--- src/rtl/ram_rw_arbiter.sv ---
// Round-robin arbiter/sequencer sharing one single-port RAM between two requesters.
// Each grant runs IDLE -> ACCESS -> RESP: the RAM acts on the ACCESS->RESP edge and ack is returned in RESP.
module ram_rw_arbiter #(
    parameter int ADDR_WIDTH = 2,
    parameter int DATA_WIDTH = 4
) (
    input  logic                  clk,
    input  logic                  reset,
    input  logic                  req0,
    input  logic                  req1,
    input  logic                  we0,
    input  logic                  we1,
    input  logic [ADDR_WIDTH-1:0] addr0,
    input  logic [ADDR_WIDTH-1:0] addr1,
    input  logic [DATA_WIDTH-1:0] wdata0,
    input  logic [DATA_WIDTH-1:0] wdata1,
    output logic                  gnt0,
    output logic                  gnt1,
    output logic                  ack0,
    output logic                  ack1,
    output logic [DATA_WIDTH-1:0] rdata,
    output logic                  ram_sel,
    output logic [ADDR_WIDTH-1:0] ram_addr,
    output logic [DATA_WIDTH-1:0] ram_din,
    input  logic [DATA_WIDTH-1:0] ram_dout
);

    typedef enum logic [1:0] {
        IDLE   = 2'd0,
        ACCESS = 2'd1,
        RESP   = 2'd2
    } state_t;

    state_t                state_reg;
    logic                  prio_reg;
    logic                  we_reg;
    logic [ADDR_WIDTH-1:0] addr_reg;
    logic [DATA_WIDTH-1:0] wdata_reg;
    logic [1:0]            gnt_reg;
    logic [1:0]            ack_reg;
    logic                  ram_sel_reg;

    logic                  win_next;
    logic                  we_next;
    logic [ADDR_WIDTH-1:0] addr_next;
    logic [DATA_WIDTH-1:0] wdata_next;

    // A lone requester wins outright; a tie goes to the requester named by prio.
    always_comb begin
        win_next   = (req0 && req1) ? prio_reg : req1;
        we_next    = win_next ? we1    : we0;
        addr_next  = win_next ? addr1  : addr0;
        wdata_next = win_next ? wdata1 : wdata0;
    end

    always_ff @(posedge clk) begin
        if (reset) begin
            state_reg   <= IDLE;
            prio_reg    <= 1'b0;
            we_reg      <= 1'b0;
            addr_reg    <= '0;
            wdata_reg   <= '0;
            gnt_reg     <= 2'b00;
            ack_reg     <= 2'b00;
            ram_sel_reg <= 1'b0;
        end else begin
            case (state_reg)
                IDLE: begin
                    if (req0 || req1) begin
                        state_reg   <= ACCESS;
                        prio_reg    <= ~win_next;
                        we_reg      <= we_next;
                        addr_reg    <= addr_next;
                        wdata_reg   <= wdata_next;
                        gnt_reg     <= win_next ? 2'b10 : 2'b01;
                        ram_sel_reg <= we_next;
                    end
                end
                ACCESS: begin
                    state_reg   <= RESP;
                    ram_sel_reg <= 1'b0;
                    ack_reg     <= gnt_reg;
                end
                RESP: begin
                    state_reg <= IDLE;
                    gnt_reg   <= 2'b00;
                    ack_reg   <= 2'b00;
                end
                default: begin
                    state_reg   <= IDLE;
                    gnt_reg     <= 2'b00;
                    ack_reg     <= 2'b00;
                    ram_sel_reg <= 1'b0;
                end
            endcase
        end
    end

    assign gnt0     = gnt_reg[0];
    assign gnt1     = gnt_reg[1];
    assign ack0     = ack_reg[0];
    assign ack1     = ack_reg[1];
    assign ram_sel  = ram_sel_reg;
    assign ram_addr = addr_reg;
    assign ram_din  = wdata_reg;
    // ram_dout becomes valid on the same edge that raises ack, so read data is passed through.
    assign rdata    = ((|ack_reg) && !we_reg) ? ram_dout : '0;

endmodule

--- config.mk ---
export PLATFORM = sky130hd
export DESIGN_NAME = ram_rw_arbiter
export DESIGN_NICKNAME = d
export VERILOG_FILES = /design/src/rtl/ram_rw_arbiter.sv
export SDC_FILE = /design/constraint.sdc
export NUM_CORES = 1
export LEC_CHECK = 0
export BUFFER_PORTS_ARGS = -buffer_cell sky130_fd_sc_hd__buf_2
export CORE_UTILIZATION = 42
export DETAILED_ROUTE_END_ITERATION = 10
export PLACE_DENSITY = 0.76
export SLEW_MARGIN = 20
export SYNTH_ARGS = -nofsm -noshare
export SYNTH_HDL_FRONTEND = slang
export SYNTH_SLANG_ARGS = --single-unit
--- constraint.sdc ---
create_clock -name clk -period 1.32 [get_ports clk]
set_input_delay 0.264 -clock clk [delete_from_list [all_inputs] [get_ports clk]]
set_output_delay 0.264 -clock clk [all_outputs]
set_load 0.005 [all_outputs]
# After elaboration in Yosys (flattened, before gate mapping)
# Cells that the tools add are included.
[word_totals]
ff_bits = 15
elab_cells = 36
inputBits = 22
out_inout_bits = 15
[classes]
eq_ne = 3
n_reduce_logical = 9
muxes = 13
bitwise = 3
[op_table]
columns = ["operator", "count"]
rows = [
  ["$pmux W2 S2", 3],
  ["$mux W2", 4],
  ["$mux W4", 2],
  ["$reduce_and A2 Y1", 3],
  ["$mux W1", 3],
  ["$not A1 Y1", 3],
  ["$eq A2 B1 Y1 const B", 1],
  ["$eq A2 B2 Y1 const B", 1],
  ["$logic_and A1 B1 Y1", 2],
  ["$logic_not A2 Y1", 1],
  ["$ne A2 B2 Y1 const B", 1],
  ["$pmux W1 S2", 1],
  ["$reduce_or A2 Y1", 1],
  ["$logic_not A1 Y1", 1],
  ["$logic_or A1 B1 Y1", 1],
]

# Longest topological paths before layout
# Gate-level depths: netlist of the first run.
[logic_depth]
ltp_word = 5
ltp_mapped = 5
depth_no_buf = 3

# Worst setup path after synthesis of the first run
# Ideal clock, no wire load.
[synth_timing]
kind = "register to register"
start = "reg state_reg[1]"
end = "reg addr_reg[0], in the netlist ram_addr[0]"
synth_period_minus_slack_ns = 1.139
setup_ns = 0.132
path_slack_ns = 0.181
required_time_ns = 1.188
path_stages_with_launch = 6
t_arrival_ns = 1.007
path_cell_list = "dfxtp_1 > buf_6 > or2_1 > clkbuf_1 > o21ai_0 > a31oi_1"
[synth_between]
elab_chain_len = 2
[synth_lines]
columns = ["element", "line", "text"]
rows = [
  ["start: declaration", "34", "state_t state_reg;"],
  ["start signal: assignment", "58", "state_reg <= IDLE;"],
  ["start signal: assignment", "70", "state_reg <= ACCESS;"],
  ["start signal: assignment", "80", "state_reg <= RESP;"],
  ["$logic_not A2 Y1", "67", "case (state_reg)"],
  ["$reduce_and A2 Y1 (no source line)", "n/a", ""],
  ["end signal: assignment", "73", "addr_reg <= addr_next;"],
  ["end: declaration", "37", "logic [ADDR_WIDTH-1:0] addr_reg;"],
]
# Every way passes these cells.
# A chain may end at the register's enable or synchronous reset.

# Worst setup path in the final report of the first run
[layout_timing]
start = "reg ack_reg[0]"
end = "out rdata[0]"
[layout_between]
elab_chain_len = 3
[layout_lines]
columns = ["element", "line", "text"]
rows = [
  ["start: declaration", "40", "logic [1:0] ack_reg;"],
  ["start signal: assignment", "82", "ack_reg <= gnt_reg;"],
  ["$reduce_or A2 Y1", "107", "assign rdata = ((|ack_reg) && !we_reg) ? ram_dout : '0;"],
  ["$logic_and A1 B1 Y1", "107", ""],
  ["$mux W4", "107", ""],
  ["end: declaration", "21", "output logic [DATA_WIDTH-1:0] rdata,"],
]
# Every way passes these cells.

==> run metrics, run 1 <==
Die Wd 42.48 um; critical path's top delay family flip-flops; Net count, final between 100 and 150; register area around 300 um2; total gr overflow 0; worst reg2reg path startpoint state_reg[1]; CTS tree built; Final Power just under 1 mW; Syn Inst Count 79; cts hold-fix bufs 0; Slew HR about 74%; Fin Hold WS between 0.2 and 0.25 ns; Fillers roughly 150; CTS max path bufs 2; Peak supply drop between 0.5 and 0.6 mV; starting DRC count in detailed routing 19; GPL Wtd Cong around 0.8; # diodes 0; Area growth syn-to-layout 34.18%; worst hold path type in -> reg; CTS sink cnt 15; clk root buf clkbuf_4; final hold violation count 0; Num CTS Buffers 3; die span in y about 42 um; Period Utilization, post-route 97.20%; vias per cell about 5.4; share of cells above drive strength 1 a little over two fifths; CP max-delay cell dfxtp_2; end of the critical path rdata[0]; I/O Buffers 36; critical path arrival ~1.0 ns; Skew-Pair Late Insertion Delay about 0.29 ns; Die ar. 0.001805 mm2; via count between 700 and 800; max FFs per register 4; Clock transition at path regs roughly 0.090 ns; Slew Viols, Final 0; LEAKAGE around 0.42 nW; slowest stage delay, CP approximately 0.33 ns; Antenna Nets Post-Route 0; H-tree levels 1; Critical Path RT 1.06 ns; critical path class reg -> out; initial core utilization between 40% and 50%; initial antenna violation count 0; Distinct cells, synth 22; peak fanout along the critical path 4; largest net degree at the start of global routing 16; sequential fraction of the synthesis area a little over two fifths; Worst setup EP type output port; worst path bufs/invs 1; crit-path cells nor2_2 > nor2_2 > and2_1 > buf_2; Worst-Margin Slew slightly below 0.4 ns; max-cap violations 0; GRT Util Overall around a fifth; wire per inst about 12 um; RR Endpoint ram_addr[1]; synthesized net count just over 100; first-pass GRT wire length 2.739 mm; CP Launch Point ack_reg[0]; post-route non-filler standard cell count 134; Avg Inst Size Synth between 8 and 9 um2; number of I/O pins 37; CP Launch Type register; vias in the first global route 656; YS warnings 0; Worst Clk Skew 0.002322 ns; Synth Register Bits 15; post-route minimum period roughly 1.3 ns; Setup Viol. Count Final 0; placed instance count ~130; Initial DRT Pass Iterations 4; number of cells on the critical path 4; FMAX about 780 MHz; Post-Route WL between 1.5 and 2 mm; FF-to-FF path depth 3; RSZ-0062 raised after global routing yes; # rows 14; Cell Pwr Density about 1100 mW/mm2; cell repeated most along the worst path nor2_2; Post-route DRC 0; core area 0.001524 mm2; status completed; r2r setup slk 0.17 ns; synthesized area 688.2 um2; footprint of the multi-input gates approximately 350 um2; Detail Placement HPWL between 1 and 1.5 mm
## logic make-up after synthesis
group	count (synthesis)	synth area share, %
AND/OR/NAND/NOR	32	27.64
buffers and inverters	7	5.999
AO/OA/AOI/OAI	23	19.82
multiplexers	2	2.909
flip-flops	15	43.64
## where the power goes
| part | switching [mW] | internal (mW) | leakage, nW |
|---|---|---|---|
| Sequential | 0.0283 | 0.490 | 0.125 |
| Combinational | 0.0989 | 0.0993 | 0.284 |
| Clock | 0.150 | 0.118 | 0.0150 |
| Total | 0.277 | 0.707 | 0.424 |
## worst min-delay path by stage
stage / start / to / cells past startpoint
5_1_grt: wdata0[0] / ram_din[0] / 3
3_3_place_gp: we_reg / we_reg / 2
3_5_place_dp: we_reg / we_reg / 2
2_1_floorplan: reset / prio_reg / 1
4_1_cts: wdata0[0] / ram_din[0] / 3
6_report: wdata0[0] / ram_din[0] / 3
## metrics by stage
| stage | setup WS [ns] | util [%] | instance area, um2 | setup TNS (ns) |
|---|---|---|---|---|
| floorplan | 0.1806 | - | 688.2 | 0 |
| global placement | 0.1247 | 56.81 | 865.8 | 0 |
| detailed placement | 0.09309 | 56.81 | 865.8 | 0 |
| CTS | -0.03444 | 59.69 | 909.6 | -0.08793 |
| global route | -0.01992 | 60.59 | 923.4 | -0.04600 |
| finish | 0.03701 | 60.59 | 923.4 | 0 |
## cell usage after synthesis
| cell type | instances | area [um2] |
|---|---|---|
| dfxtp_1 | 15 | 300.3 |
| nand3_1 | 12 | 60.06 |
| o21ai_0 | 8 | 40.04 |
| a31oi_1 | 6 | 37.54 |
| a21oi_1 | 4 | 20.02 |
| and2_1 | 4 | 25.02 |
| clkbuf_1 | 4 | 15.01 |
| nor2_1 | 4 | 15.01 |
| nand2_1 | 3 | 11.26 |
| nor3_1 | 3 | 15.01 |
| buf_6 | 2 | 22.52 |
| mux2i_1 | 2 | 20.02 |
| nor3b_4 | 2 | 37.54 |
| o211ai_1 | 2 | 15.01 |
| a211oi_1 | 1 | 7.510 |
| a21boi_0 | 1 | 7.510 |
| a32oi_1 | 1 | 8.760 |
| inv_1 | 1 | 3.750 |
| nand2b_1 | 1 | 6.260 |
| nor2b_1 | 1 | 6.260 |
| nor3b_1 | 1 | 7.510 |
| or2_1 | 1 | 6.260 |
## area by class of cell
type                    count  area share [%]
repair buffers             41           23.58
well taps                  16           2.168
clock buffers               4           2.846
flip-flops and latches     15           32.93
multi-input cells          57           38.08
inverters                   1          0.4065
## cell usage in the layout (no fill, tap or decap)
| cell | count |
|---|---|
| a211oi_1 | 1 |
| a21boi_0 | 1 |
| a21oi_1 | 4 |
| a31oi_1 | 6 |
| a32oi_1 | 1 |
| and2_1 | 4 |
| buf_2 | 36 |
| buf_4 | 5 |
| clkbuf_1 | 1 |
| clkbuf_4 | 3 |
| dfxtp_1 | 12 |
| dfxtp_2 | 3 |
| inv_1 | 1 |
| mux2i_1 | 2 |
| nand2_1 | 3 |
| nand2b_1 | 1 |
| nand3_1 | 12 |
| nor2_1 | 2 |
| nor2_2 | 2 |
| nor2b_1 | 1 |
| nor3_1 | 3 |
| nor3b_1 | 1 |
| nor3b_4 | 2 |
| o211ai_1 | 2 |
| o21ai_0 | 8 |
| or2_1 | 1 |
## per-layer routing
layer  part of all wire, %  up-vias  GRT usage [%]
met5                     0        -              0
met4                   2.0        0          9.375
met3                   7.5        5          4.310
met2                    42       37          28.31
met1                    48      316          28.27
li1                      -      364              -
## what timing repair did
action / 4_1_cts / 5_1_grt
pin swaps: 6 / 3
setup endpoints to repair: 4 / 10
buffers inserted: 2 / 1
gates resized for setup: 2 / 3
## worst register-to-register path, delay by kind of cell, from the launching register on
kind,cells,cell delay (ns)
DFF,1,0.38
and+or+nand+nor,1,0.34
AOI/OAI and AO/OA,2,0.31
(Power assumes the default switching activity.)
==> run 2: changes to the inputs <==
- CELL_PAD_IN_SITES_DETAIL_PLACEMENT: not set -> 0
- CELL_PAD_IN_SITES_GLOBAL_PLACEMENT: not set -> 1
- CORE_UTILIZATION: 42 -> 27
- PLACE_DENSITY: 0.76 -> not set
- PLACE_DENSITY_LB_ADDON: not set -> 0.1
- clock period: 1.32 -> 1.1 ns (I/O delays scaled with it)
==> run metrics, run 2 (synthesized netlist as in run 1, its figures left out) <==
met1 usage 19.33% (was 28.27%); CTS max path bufs 2 (unchanged); worst hold path type in -> reg (unchanged); worst reg2reg path startpoint state_reg[1] (unchanged); Sw Ratio 29.11% (was 28.17%); RSZ-0062 raised after global routing yes (unchanged); # rows 17 (was 14); CP Launch Type register (unchanged); Worst-Margin Slew 0.4621 ns (was 0.3920 ns); number of I/O pins 37 (unchanged); critical path's top delay family flip-flops (unchanged); Detail Placement HPWL 1.433 mm (was 1.171 mm); largest net degree at the start of global routing 16 (unchanged); share of cells above drive strength 1 60.00% (was 43.22%); wire per inst 12.82 um (was 12.04 um); dpl ws -0.07080 ns (was 0.09309 ns); Net count, final 148 (was 141); most common cell after layout, fill and taps aside buf_2 (unchanged); Period Utilization, post-route 113.1%; Skew-Pair Late Insertion Delay 0.28 ns (was 0.29 ns); starting DRC count in detailed routing 8 (was 19); Clock transition at path regs 0.09 ns (about the same); peak fanout along the critical path 4 (unchanged); hold wc startpoint wdata1[3] (was wdata0[0]); post-route minimum period around 1.2 ns; Slew HR 69.12% (was 73.84%); final hold violation count 0 (unchanged); max FFs per register 4 (unchanged); Worst setup EP type output port (unchanged); first-pass GRT wire length 3.229 mm (was 2.739 mm); Slew Viols, Final 0 (unchanged); Area growth syn-to-layout 60.18% (was 34.18%); Die ar. 0.002755 mm2 (was 0.001805 mm2); Net Sw Power 0.3687 mW (was 0.2771 mW); CTS sink cnt 15 (unchanged); PnR worst setup slack -0.1446 ns (was 0.03701 ns); GRT Util Overall 16.71% (was 19.88%); H-tree levels 1 (unchanged); Antenna Nets Post-Route 0 (unchanged); initial antenna violation count 0 (unchanged); max-cap violations 0 (unchanged); status complete, but fails checks (was completed); Cell Pwr Density 1149 mW/mm2 (was 1065 mW/mm2); busiest grt layer met2 (unchanged); internal power 0.8978 mW (was 0.7066 mW); cts hold-fix bufs 0 (unchanged); critical path class reg -> out (unchanged); worst path bufs/invs 1 (unchanged); CTS tree built (unchanged); die span in y 52.49 um (was 42.48 um); initial core utilization 29.96% (was 45.16%); crit-path cells nor2_2 > nor2_2 > and2_1 > buf_2 (unchanged); Core Util, Final 47.98% (was 60.59%); critical path arrival 1.02 ns (about the same); CP max-delay cell dfxtp_2 (unchanged); Initial DRT Pass Iterations 4 (unchanged); Post-Route WL 1.962 mm (was 1.614 mm); Critical Path RT 0.88 ns (was 1.06 ns); Combinational Power Share 25.9% (was 20.1%); Num CTS Buffers 3 (unchanged); cell repeated most along the worst path nor2_2 (unchanged); Fillers 239 (was 151); clock power share 25.1% (was 27.2%); setup_tns -0.7982 ns (was 0 ns); CP Launch Point ack_reg[0] (unchanged); vias per cell 5.059 (was 5.388); total gr overflow 0 (unchanged); FMAX about 800 MHz; via count 774 (was 722); commonest non-fill, non-tap cells in the layout buf_2 (34), dfxtp_1 (11), nand3_2 (10), o21ai_0 (8), buf_4 (8) (was buf_2 (36), nand3_1 (12), dfxtp_1 (12), o21ai_0 (8), a31oi_1 (6)); LEAKAGE 0.4816 nW (was 0.4236 nW); Final Cell Area 0.001102 mm2 (was 923.4 um2); clk root buf clkbuf_4 (unchanged); Area after DPL 925.9 um2 (was 865.8 um2); failing checks setup timing; register share of total power 48.9% (was 52.7%); Peak supply drop 0.4843 mV (was 0.5512 mV); Setup Viol. Count Final 12 (was 0); vias in the first global route 728 (was 656); core area 0.002297 mm2 (was 0.001524 mm2); Worst Clk Skew 0.002447 ns (was 0.002322 ns); slowest stage delay, CP 0.33 ns (about the same); met3 usage 5.217% (was 4.310%); Post-route DRC 0 (unchanged); I/O Buffers 36 (unchanged); met2 Use GR 28.90% (was 28.31%); # diodes 0 (unchanged); GPL Wtd Cong 0.6394 (was 0.7972); Die Wd 52.49 um (was 42.48 um)
-- run 2: cell types whose count changed in the layout (fill, tap and decap cells not counted), sizes merged --
cell / previous run / this run
buf: 41 / 48
-- run 2: cell type report --
type                    count  area (um2)  area share [%]
multi-input cells          57       429.2           38.93
clock buffers               4       26.28           2.384
well taps                  28       35.03           3.178
inverters                   1       3.754          0.3405
repair buffers             48       297.8           27.01
flip-flops and latches     15       310.3           28.15
-- run 2: path summary, 6_finish.rpt --
path                endpoint  slack (ns)  cells past startpoint
setup / recovery    rdata[1]       -0.14                      4
hold / removal    ram_din[3]        0.19                      3
setup reg to reg  ram_din[0]       -0.04                      4
hold reg to reg       we_reg        0.50                      2
-- run 2: metrics by stage --
| stage | power (mW) | hold WS [ns] | cells |
|---|---|---|---|
| after global routing | 1.357 | 0.1678 | 153 |
| after detailed placement | 0.8993 | 0.4846 | 145 |
| after global placement | 0.8959 | 0.4789 | 145 |
| final | 1.267 | 0.1914 | 153 |
| after CTS | 1.261 | 0.1885 | 152 |
| after floorplan | 0.7691 | 0.2928 | 79 |
-- run 2: power groups by stage --
stage	Clock (mW)	Sequential, mW	Combinational, mW
finish	0.318	0.620	0.328
global route	0.368	0.626	0.363
CTS	0.333	0.621	0.307
detailed placement	0	0.632	0.267
global placement	0	0.631	0.265
floorplan	0	0.623	0.146
-- run 2: worst min-delay path, delay by kind of cell --
| family | cells | cell delay, ns |
|---|---|---|
| compound gates | 1 | 0.06 |
| buf+inv | 1 | 0.10 |
| simple gates | 1 | 0.04 |
-- run 2: routing by layer --
metal	part of all wire [%]	vias to the layer above
met3	5.7	2
li1	-	382
met2	50	32
met5	0	-
met4	0.71	0
met1	44	358
-- run 2: timing repair --
action / in CTS / in global routing
buffers inserted: 3 / 1
endpoints found under the setup margin: 14 / 17
pin swaps: 17 / 10
resized for setup: 17 / 14
